### config.mk
export PLATFORM = sky130hd
export DESIGN_NAME = urp_pcie_tlp_serializer_flat
export DESIGN_NICKNAME = d
export VERILOG_FILES = /design/src/rtl/urp_pcie_tlp_serializer_if.sv /design/src/rtl/urp_pcie_tlp_serializer.sv /design/src/flat_wrapper.sv
export SDC_FILE = /design/constraint.sdc
export NUM_CORES = 1
export LEC_CHECK = 0
export CAP_MARGIN = 20
export CORE_MARGIN = 2
export CORE_UTILIZATION = 55
export CTS_CLUSTER_DIAMETER = 40
export CTS_CLUSTER_SIZE = 14
export DETAILED_ROUTE_END_ITERATION = 10
export DONT_BUFFER_PORTS = 1
export PLACE_DENSITY = 0.81
export SLEW_MARGIN = 20
export SYNTH_ARGS = -nofsm -noshare
export SYNTH_HDL_FRONTEND = slang
export SYNTH_SLANG_ARGS = --single-unit
### constraint.sdc
create_clock -name clk -period 23.9 [get_ports clk]
set_input_delay 7.17 -clock clk [delete_from_list [all_inputs] [get_ports clk]]
set_output_delay 7.17 -clock clk [all_outputs]
set_load 0.01 [all_outputs]
### src/rtl/urp_pcie_tlp_serializer_if.sv
// Bundle of the TLP handshake, beat output and credit signals of the
// PCIe TLP serializer. The optional parity wire exists only when
// URP_PCIE_SER_PARITY_EN is defined.
// master: arbiter/link-layer side. slave: the serializer itself.
interface urp_pcie_tlp_serializer_if #(
  parameter int unsigned DATA_SIZE = 224,
  parameter int unsigned BEAT_W    = 32,
  parameter int unsigned CREDIT_W  = 4
);
  logic                 src_valid_i;
  logic                 src_ready_o;
  logic [DATA_SIZE-1:0] src_data_i;
  logic                 dst_valid_o;
  logic                 dst_ready_i;
  logic [BEAT_W-1:0]    dst_data_o;
  logic                 dst_sop_o;
  logic                 dst_eop_o;
  logic                 credit_ret_i;
  logic [CREDIT_W-1:0]  credit_cnt_o;
`ifdef URP_PCIE_SER_PARITY_EN
  logic                 dst_par_o;

  modport master (
    output src_valid_i, src_data_i, dst_ready_i, credit_ret_i,
    input  src_ready_o, dst_valid_o, dst_data_o, dst_sop_o, dst_eop_o,
           credit_cnt_o, dst_par_o
  );
  modport slave (
    input  src_valid_i, src_data_i, dst_ready_i, credit_ret_i,
    output src_ready_o, dst_valid_o, dst_data_o, dst_sop_o, dst_eop_o,
           credit_cnt_o, dst_par_o
  );
`else
  modport master (
    output src_valid_i, src_data_i, dst_ready_i, credit_ret_i,
    input  src_ready_o, dst_valid_o, dst_data_o, dst_sop_o, dst_eop_o,
           credit_cnt_o
  );
  modport slave (
    input  src_valid_i, src_data_i, dst_ready_i, credit_ret_i,
    output src_ready_o, dst_valid_o, dst_data_o, dst_sop_o, dst_eop_o,
           credit_cnt_o
  );
`endif
endinterface

### src/rtl/urp_pcie_tlp_serializer.sv
// PCIe TLP serializer: accepts one DATA_SIZE-bit TLP per handshake (only
// while a link-partner credit is available) and emits it LSB-first as
// BEAT_W-bit beats with sop/eop marking.
// Optional feature macro: URP_PCIE_SER_PARITY_EN (adds even parity per beat).
module urp_pcie_tlp_serializer #(
  parameter int unsigned DATA_SIZE    = 224,
  parameter int unsigned BEAT_W       = 32,
  parameter int unsigned CREDIT_W     = 4,
  parameter int unsigned INIT_CREDITS = 4
) (
  input logic clk,
  input logic rst,
  urp_pcie_tlp_serializer_if.slave bus
);
  localparam int unsigned N_BEATS = DATA_SIZE / BEAT_W;
  localparam int unsigned IDX_W   = (N_BEATS > 1) ? $clog2(N_BEATS) : 1;
  localparam logic [IDX_W-1:0]    LAST_IDX   = IDX_W'(N_BEATS - 1);
  localparam logic [CREDIT_W-1:0] CREDIT_MAX = '1;
  localparam logic [CREDIT_W-1:0] CREDIT_RST = CREDIT_W'(INIT_CREDITS);

  typedef enum logic {IDLE, SEND} state_t;

  state_t               state_q, state_d;
  logic [IDX_W-1:0]     beat_idx_q, beat_idx_d;
  logic [DATA_SIZE-1:0] data_q, data_d;
  logic [CREDIT_W-1:0]  credit_q, credit_d;
  logic                 src_ready_q, src_ready_d;
  logic                 dst_valid_q, dst_valid_d;
  logic [BEAT_W-1:0]    dst_data_q, dst_data_d;
  logic                 dst_sop_q, dst_sop_d;
  logic                 dst_eop_q, dst_eop_d;
  logic                 accept;
  logic                 beat_done;
`ifdef URP_PCIE_SER_PARITY_EN
  logic                 dst_par_q, dst_par_d;
`endif

  // Next-state logic; every output is derived from the next state so that the
  // registered outputs already match the beat held in the flops.
  always_comb begin
    state_d    = state_q;
    beat_idx_d = beat_idx_q;
    data_d     = data_q;
    credit_d   = credit_q;
    accept     = (state_q == IDLE) && bus.src_valid_i && src_ready_q;
    beat_done  = (state_q == SEND) && dst_valid_q && bus.dst_ready_i;

    case (state_q)
      IDLE: begin
        if (accept) begin
          data_d     = bus.src_data_i;
          beat_idx_d = '0;
          state_d    = SEND;
        end
      end
      SEND: begin
        if (beat_done) begin
          if (beat_idx_q == LAST_IDX) begin
            state_d = IDLE;
          end else begin
            beat_idx_d = beat_idx_q + 1'b1;
          end
        end
      end
      default: state_d = IDLE;
    endcase

    // A return coinciding with an accept cancels out; returns saturate.
    if (accept && !bus.credit_ret_i) begin
      credit_d = credit_q - 1'b1;
    end else if (!accept && bus.credit_ret_i && (credit_q != CREDIT_MAX)) begin
      credit_d = credit_q + 1'b1;
    end

    src_ready_d = (state_d == IDLE) && (credit_d != '0);
    dst_valid_d = (state_d == SEND);
    dst_data_d  = (state_d == SEND) ? data_d[32'(beat_idx_d) * BEAT_W +: BEAT_W] : '0;
    dst_sop_d   = (state_d == SEND) && (beat_idx_d == '0);
    dst_eop_d   = (state_d == SEND) && (beat_idx_d == LAST_IDX);
`ifdef URP_PCIE_SER_PARITY_EN
    dst_par_d   = ^dst_data_d;
`endif
  end

  // State and output registers; async reset drops any partial TLP.
  always_ff @(posedge clk or posedge rst) begin
    if (rst) begin
      state_q     <= IDLE;
      beat_idx_q  <= '0;
      data_q      <= '0;
      credit_q    <= CREDIT_RST;
      src_ready_q <= 1'b0;
      dst_valid_q <= 1'b0;
      dst_data_q  <= '0;
      dst_sop_q   <= 1'b0;
      dst_eop_q   <= 1'b0;
`ifdef URP_PCIE_SER_PARITY_EN
      dst_par_q   <= 1'b0;
`endif
    end else begin
      state_q     <= state_d;
      beat_idx_q  <= beat_idx_d;
      data_q      <= data_d;
      credit_q    <= credit_d;
      src_ready_q <= src_ready_d;
      dst_valid_q <= dst_valid_d;
      dst_data_q  <= dst_data_d;
      dst_sop_q   <= dst_sop_d;
      dst_eop_q   <= dst_eop_d;
`ifdef URP_PCIE_SER_PARITY_EN
      dst_par_q   <= dst_par_d;
`endif
    end
  end

  assign bus.src_ready_o  = src_ready_q;
  assign bus.dst_valid_o  = dst_valid_q;
  assign bus.dst_data_o   = dst_data_q;
  assign bus.dst_sop_o    = dst_sop_q;
  assign bus.dst_eop_o    = dst_eop_q;
  assign bus.credit_cnt_o = credit_q;
`ifdef URP_PCIE_SER_PARITY_EN
  assign bus.dst_par_o    = dst_par_q;
`endif
endmodule
### src/flat_wrapper.sv
// flat-port wrapper written by rule: the top's interface ports become plain ports
module urp_pcie_tlp_serializer_flat 
#(
  parameter int unsigned DATA_SIZE    = 224,
  parameter int unsigned BEAT_W       = 32,
  parameter int unsigned CREDIT_W     = 4,
  parameter int unsigned INIT_CREDITS = 4
)
  (clk, rst, bus_src_valid_i, bus_src_data_i, bus_dst_ready_i, bus_credit_ret_i, bus_src_ready_o, bus_dst_valid_o, bus_dst_data_o, bus_dst_sop_o, bus_dst_eop_o, bus_credit_cnt_o);
  urp_pcie_tlp_serializer_if #(.DATA_SIZE(DATA_SIZE), .BEAT_W(BEAT_W), .CREDIT_W(CREDIT_W)) bus_i ();
  input logic clk;
  input logic rst;
  input wire logic [$bits(bus_i.src_valid_i)-1:0] bus_src_valid_i;
  input wire logic [$bits(bus_i.src_data_i)-1:0] bus_src_data_i;
  input wire logic [$bits(bus_i.dst_ready_i)-1:0] bus_dst_ready_i;
  input wire logic [$bits(bus_i.credit_ret_i)-1:0] bus_credit_ret_i;
  output wire logic [$bits(bus_i.src_ready_o)-1:0] bus_src_ready_o;
  output wire logic [$bits(bus_i.dst_valid_o)-1:0] bus_dst_valid_o;
  output wire logic [$bits(bus_i.dst_data_o)-1:0] bus_dst_data_o;
  output wire logic [$bits(bus_i.dst_sop_o)-1:0] bus_dst_sop_o;
  output wire logic [$bits(bus_i.dst_eop_o)-1:0] bus_dst_eop_o;
  output wire logic [$bits(bus_i.credit_cnt_o)-1:0] bus_credit_cnt_o;
  assign bus_i.src_valid_i = bus_src_valid_i;
  assign bus_i.src_data_i = bus_src_data_i;
  assign bus_i.dst_ready_i = bus_dst_ready_i;
  assign bus_i.credit_ret_i = bus_credit_ret_i;
  assign bus_src_ready_o = bus_i.src_ready_o;
  assign bus_dst_valid_o = bus_i.dst_valid_o;
  assign bus_dst_data_o = bus_i.dst_data_o;
  assign bus_dst_sop_o = bus_i.dst_sop_o;
  assign bus_dst_eop_o = bus_i.dst_eop_o;
  assign bus_credit_cnt_o = bus_i.credit_cnt_o;
  urp_pcie_tlp_serializer #(.DATA_SIZE(DATA_SIZE), .BEAT_W(BEAT_W), .CREDIT_W(CREDIT_W), .INIT_CREDITS(INIT_CREDITS)) u_core (.clk(clk), .rst(rst), .bus(bus_i));
endmodule
==> results.tsv, run 1 <==
metric	value	unit
seq_area	0.006683	sq mm
detail-route-antenna-nets	0	
fin_tns_setup	0	ns
setup_viol	0	
vias_per_cell	5.942	
cts_sinks	267	
cts_setup_buffers	0	
finalCritPeriodShare	40.02	%
path_buf_inv	1	
grt_pass1_wl	46.55	mm
layout-drive-gt1-share	20.99	%
ctsHoldBuffers	0	
async_flop_share	100.0	%
ys_warn_count	0	
grt_pass1_vias	8292	
synth_top_family_by_area	simple AND/OR/NAND/NOR gates	
crit_path_start_kind	input pin	
peakVddDrop	72.24	uV
synth_nets	1326	
clkPwrFrac	26.3	%
design_area	0.01336	sq mm
use_met3	5.359	%
cp_cell_sequence	and3b_4 > buf_6 > mux2_2 > mux2_1 > a211o_1 > o211a_1	
yosysTopAreaCell	dfrtp_1	
grtUsageMet2	38.19	%
area_growth	11.51	%
required	24.30	ns
post_cts_resized	0	
cellLeakagePower	6.643	nW
cts_tree	done	
hold_path.class	flop to flop	
grt_usage	26.68	%
cap_violations	0	
syn_inst	1093	
drt_wl_total	30.45	mm
critPathKind	input pin to flop	
syn_area_per_cell	10.96	sq um
grt_start_max_net_pins	117	
die_w	151.6	microns
synth_edf_count	0	
layout_common_cells	nand2_1, dfrtp_1, mux2_2	
crit_fanout	101	
worst_clock_skew	0.01540	ns
finalHoldViolCount	0	
grt-busiest-layer	met1	
p_seq_share	35.6	%
slowest_stage	and3b_4	
ys_types	48	
arrival	9.97	ns
vias	8128	
path_delay_family	simple AND/OR/NAND/NOR gates	
initial_utilization	56.46	%
synthMuxAreaShare	15.60	%
ctsLongestPathBuffers	3	
p_int	1.374	mW
synth_area	0.01198	sq mm
netlist.area_leader.share	55.56	%
setup_ws	14.33	ns
cts_buffers	37	
p_sw_share	35.18	%
routedWlPerCell	22.26	microns
multi_input_area	0.004891	sq mm
hpwl	19.98	mm
gp_congestion	0.8726	
clock_latency	0.51	ns
grt_setup_unrepaired	no	
cts-root-buf	clkbuf_16	
finalNetCount	1297	
synth_compound_area_share	8.167	%
synth_xor_area_share	0.1462	%
max_stage_delay	0.76	ns
reg2reg_slack	20.30	ns
portBuffers	0	
die_y	151.6	microns
power_density	158.7	mW/mm^2
synth_fa_ha_area_share	0.4178	%
htreeDepth	2	
pin_count	269	
antenna_found_initial	2	
core-area	0.02122	sq mm
yosysSeqAreaShare	55.78	%
rows	53	
comb_power_share	38.1	%
synth_seq_cells	267	
dpl_cell_area	0.01207	sq mm
synthTopCellsByArea	dfrtp_1, nand2_1, mux2_2	
fmax	0.1045	GHz
clk_pin_slew	0.06	ns
dp_slack	13.58	ns
end_kind	flop	
post-route-min-period	9.565	ns
switching_power	0.7460	mW
synth_simple_gate_area_share	16.31	%
overflow	0	
tightestPinTransition	1.064	ns
slew_headroom	29.00	%
dr.pass1.iters	5	
die_area	0.02298	sq mm
drc	0	
finalMaxSlewViolations	0	
synth_ff_type	dfrtp_1	
drtIter0Drc	649	
status	completed	
grt_use_met1	40.19	%
n_fill_cell	1670	
final_common_cell	nand2_1	
final_util	62.95	%
## per-layer routing
| metal | share of wire, % | up-vias |
|---|---|---|
| met5 | 0 | - |
| met4 | 3.4 | 0 |
| met3 | 7.2 | 62 |
| met2 | 45 | 329 |
| met1 | 45 | 4060 |
| li1 | - | 3677 |
## worst register-to-register path, delay by kind of cell, from the launching register on
kind / cells / cell delay (ns)
and+or+nand+nor: 1 / 0.95
muxes: 2 / 0.86
buffers and inverters: 1 / 0.76
DFF: 1 / 0.52
AOI/OAI and AO/OA: 2 / 0.42
## final timing paths
kind,startpoint,to,cells past startpoint
worst min register to register,u_core.data_q[64],u_core.data_q[64],2
worst max register to register,u_core.state_q,u_core.bus.dst_data_o[21],6
worst min-delay path,u_core.data_q[64],u_core.data_q[64],2
max in group asynchronous,rst,u_core.data_q[49],2
min in group asynchronous,rst,u_core.data_q[222],1
worst max-delay path,bus_src_valid_i,u_core.bus.dst_data_o[21],6
## sequential cells by signal, indices dropped and copies added (netlist names)
register / flops
u_core.data_q: 224
u_core.beat_idx_q: 3
u_core.bus.dst_eop_o: 1
u_core.bus.dst_sop_o: 1
u_core.bus.src_ready_o: 1
u_core.state_q: 1
u_core.bus.dst_data_o: 32
u_core.bus.credit_cnt_o: 4
## cell type report
type                    count  share of cell area [%]
diodes                      2                 0.03746
inverters                  10                  0.3559
well taps                 275                   2.576
repair buffers             12                  0.8804
clock inverters            15                   1.424
flip-flops and latches    267                   50.02
clock buffers              51                   8.092
multi-input cells         736                   36.61
## kinds of logic after synthesis
kind of cell | after synthesis
xor+xnor | 2
fa+ha+maj | 4
flops | 267
buf+inv | 90
mux | 132
compound gates | 111
simple gates | 487
## cells in the mapped netlist, types with 2 or more instances
cell	number
nand2_1	432
dfrtp_1	266
mux2_2	91
clkbuf_1	43
o211a_1	37
mux4_2	32
nor3_1	29
buf_2	25
a211o_1	18
a21oi_1	18
a31o_2	14
o221a_1	10
buf_6	6
inv_1	6
mux2_4	6
ha_1	4
nand3_1	4
o221a_2	4
a31oi_1	3
buf_1	3
buf_4	3
mux2_1	3
nor4_1	3
or3_1	3
and2_1	2
and3_1	2
clkinv_1	2
nor2_1	2
nor2b_1	2
xnor2_1	2
## through the flow
| step | hold slack (ns) | instances | power (mW) |
|---|---|---|---|
| 3_3_place_gp | 0.4482 | 1298 | 1.519 |
| 4_1_cts | 0.4682 | 1365 | 2.122 |
| 6_report | 0.4645 | 1368 | 2.120 |
| 3_5_place_dp | 0.4542 | 1299 | 1.559 |
| 2_1_floorplan | 0.4360 | 1093 | 1.358 |
| 5_1_grt | 0.4843 | 1367 | 2.241 |
## power groups by stage
stage / sequential (mW) / combinational, mW / clock (mW)
after floorplan: 0.732 / 0.626 / 0
after global placement: 0.755 / 0.765 / 0
after detailed placement: 0.761 / 0.798 / 0
after CTS: 0.756 / 0.803 / 0.563
after global routing: 0.775 / 0.880 / 0.585
final: 0.755 / 0.808 / 0.557
Power figures use the tool's default switching activity.
==> inputs of run 2 (changes only) <==
--- a/config.mk
+++ b/config.mk
@@ -12,7 +12,7 @@
 export CTS_CLUSTER_SIZE = 14
 export DETAILED_ROUTE_END_ITERATION = 10
 export DONT_BUFFER_PORTS = 1
-export PLACE_DENSITY = 0.81
+export PLACE_DENSITY = 0.84
 export SLEW_MARGIN = 20
 export SYNTH_ARGS = -nofsm -noshare
 export SYNTH_HDL_FRONTEND = slang
==> constraint.sdc (replaced) <==
create_clock -name clk -period 8 [get_ports clk]
set_input_delay 2.4 -clock clk [delete_from_list [all_inputs] [get_ports clk]]
set_output_delay 2.4 -clock clk [all_outputs]
set_load 0.01 [all_outputs]
==> run 2 against run 1 <==
Net effect:
- core utilization is 0.19 points higher
- design area increased by 0.31%
- sequential power rose to 3.0 times the previous value
- combinational power rose to 2.9 times the previous value
- worst setup slack worse by 12 ns
- die area unchanged
- count of clock-buffer cells in the layout down 8
- wire length increased by 1.9%
- clock skew down 0.00080 ns
- critical endpoint is now u_core.bus.dst_data_o[12]
- largest power group unchanged
==> results.tsv, run 2 (synthesized netlist as in run 1, its figures left out) <==
metric	value	unit	change
finalHoldViolCount	0		unchanged
grt_pass1_wl	46.86	mm	+0.67%
antenna_found_initial	1		-1
cts_buffers	38		+2.7%
end_kind	flop		
worst_clock_skew	0.01459	ns	-0.0008038 ns
grt_usage	27.08	%	+0.40 points
drt_wl_total	31.02	mm	+1.9%
grt_pass1_vias	8351		+0.71%
cts_sinks	267		unchanged
top_register	u_core.data_q		
fmax	0.1935	GHz	
htreeDepth	2		unchanged
met3_length	3.132	mm	+42%
detail-route-antenna-nets	0		unchanged
power_density	470.6	mW/mm^2	+200%
initial_utilization	56.46	%	unchanged
ctsHoldBuffers	0		unchanged
cp_cell_sequence	nand3b_4 > o211a_2 > nor2_8 > inv_4 > mux4_2 > o221a_1		
dr.pass1.iters	5		unchanged
core-area	0.02122	sq mm	unchanged
cellLeakagePower	6.646	nW	about the same
max_stage_delay	0.86	ns	+0.10 ns
largest_register_ffs	224		unchanged
num_antenna_cells	0		-2
setup_viol	0		unchanged
overflow	0		unchanged
clock_latency	0.52	ns	about the same
portBuffers	0		unchanged
arrival	5.56	ns	-4.41 ns
vias_per_cell	5.967		+0.43%
vias	8175		+0.58%
rows	53		unchanged
cts-root-buf	clkbuf_16		
final_common_cell	nand2_1		
r2r_start	u_core.state_q		
path_buf_inv	1		unchanged
die_w	151.6	microns	unchanged
dp.cells	1299		unchanged
setup.worst_path.start	bus_src_valid_i		
p_total	6.306	mW	+200%
fin_tns_setup	0	ns	unchanged
crit_fanout	74		-27%
area_growth	11.85	%	
post_cts_resized	0		unchanged
path_delay_family	compound AO/OA/AOI/OAI gates		
required	8.40	ns	-15.90 ns
slew_headroom	40.93	%	+12 points
ctsLongestPathBuffers	3		unchanged
gp_congestion	0.9156		+4.9%
layout-drive-gt1-share	21.74	%	+0.75 points
drtIter0Drc	605		-6.8%
grt_start_max_net_pins	202		+73%
crit_path_start_kind	input pin		
finalCritPeriodShare	64.61	%	
critPathKind	input pin to flop		
clk_pin_slew	0.06	ns	about the same
cts_tree	done		
routed.top_layer	met5		
post-route-min-period	5.169	ns	
routedWlPerCell	22.64	microns	+1.7%
finalMaxSlewViolations	0		unchanged
status	completed		
finalNetCount	1300		+0.23%
drc	0		unchanged
wl_met1	12.89	mm	-5.3%
die_area	0.02298	sq mm	unchanged
slowest_stage	o211a_2		
peakVddDrop	190.1	uV	+160%
layout_common_cells	nand2_1, dfrtp_1, mux2_2		
grt_setup_unrepaired	no		
die_y	151.6	microns	unchanged
wl_met2	13.85	mm	+1.9%
hpwl	21.24	mm	+6.3%
stdcell_count	1370		+0.15%
cts_setup_buffers	0		unchanged
hold_path.class	flop to flop		
min_from	u_core.data_q[113]		
pin_count	269		unchanged
cap_violations	0		unchanged
tightestPinTransition	0.8860	ns	-0.1775 ns
[run 2: changes by cell type in the layout (fill, tap and decap cells not counted), sizes merged]
| cell | previous run | this run |
|---|---|---|
| clkinvlp | 1 | 5 |
| buf | 11 | 13 |
| clkinv | 5 | 11 |
| clkbuf | 52 | 44 |
| diode | 2 | 0 |
[run 2: stage by stage]
stage | util, % | instance area, sq um | hold WS, ns | setup slack [ns]
6_report | 63.15 | 13400 | 0.4627 | 2.831
5_1_grt | 63.15 | 13400 | 0.4783 | 2.589
4_1_cts | 62.85 | 13340 | 0.4681 | 2.555
3_5_place_dp | 56.82 | 12060 | 0.4532 | 2.021
3_3_place_gp | 56.82 | 12060 | 0.4495 | 2.113
2_1_floorplan | - | 11980 | 0.4360 | 2.075
[run 2: where the power goes]
group	internal [mW]	leakage [nW]	switching, mW	total [mW]
registers	1.98	3.31	0.303	2.29
clock network	1.01	0.615	0.649	1.66
logic	1.06	2.72	1.30	2.36
[run 2: per-layer routing]
layer	up-vias	GRT usage, %
met5	-	0
met4	2	10.32
met3	76	9.072
met2	365	38.96
met1	4060	38.36
li1	3672	-
[run 2: worst register-to-register path, stage by stage (launching register included)]
cell and delay, ns:
dfrtp_1 0.57, nand3b_4 0.76, o211a_2 0.88, nor2_8 0.25
inv_4 0.59, mux4_2 0.62, o221a_1 0.26
[run 2: area by class of cell]
type | instances | area (sq um)
inverters | 10 | 43.79
fillers | 1616 | 7820
repair buffers | 14 | 157.7
flip-flops and latches | 267 | 6683
multi-input cells | 736 | 4892
clock inverters | 25 | 290.3
clock buffers | 43 | 989.7
well taps | 275 | 344.1
[run 2: path summary, 6_finish.rpt]
path,to,slack (ns),depth (start not counted)
min,u_core.data_q[113],0.46,2
min reg2reg,u_core.data_q[113],0.46,2
min in group asynchronous,u_core.data_q[158],1.84,2
max,u_core.bus.dst_data_o[12],2.83,6
max reg2reg,u_core.bus.dst_data_o[12],3.94,6
max in group asynchronous,u_core.data_q[12],4.41,4
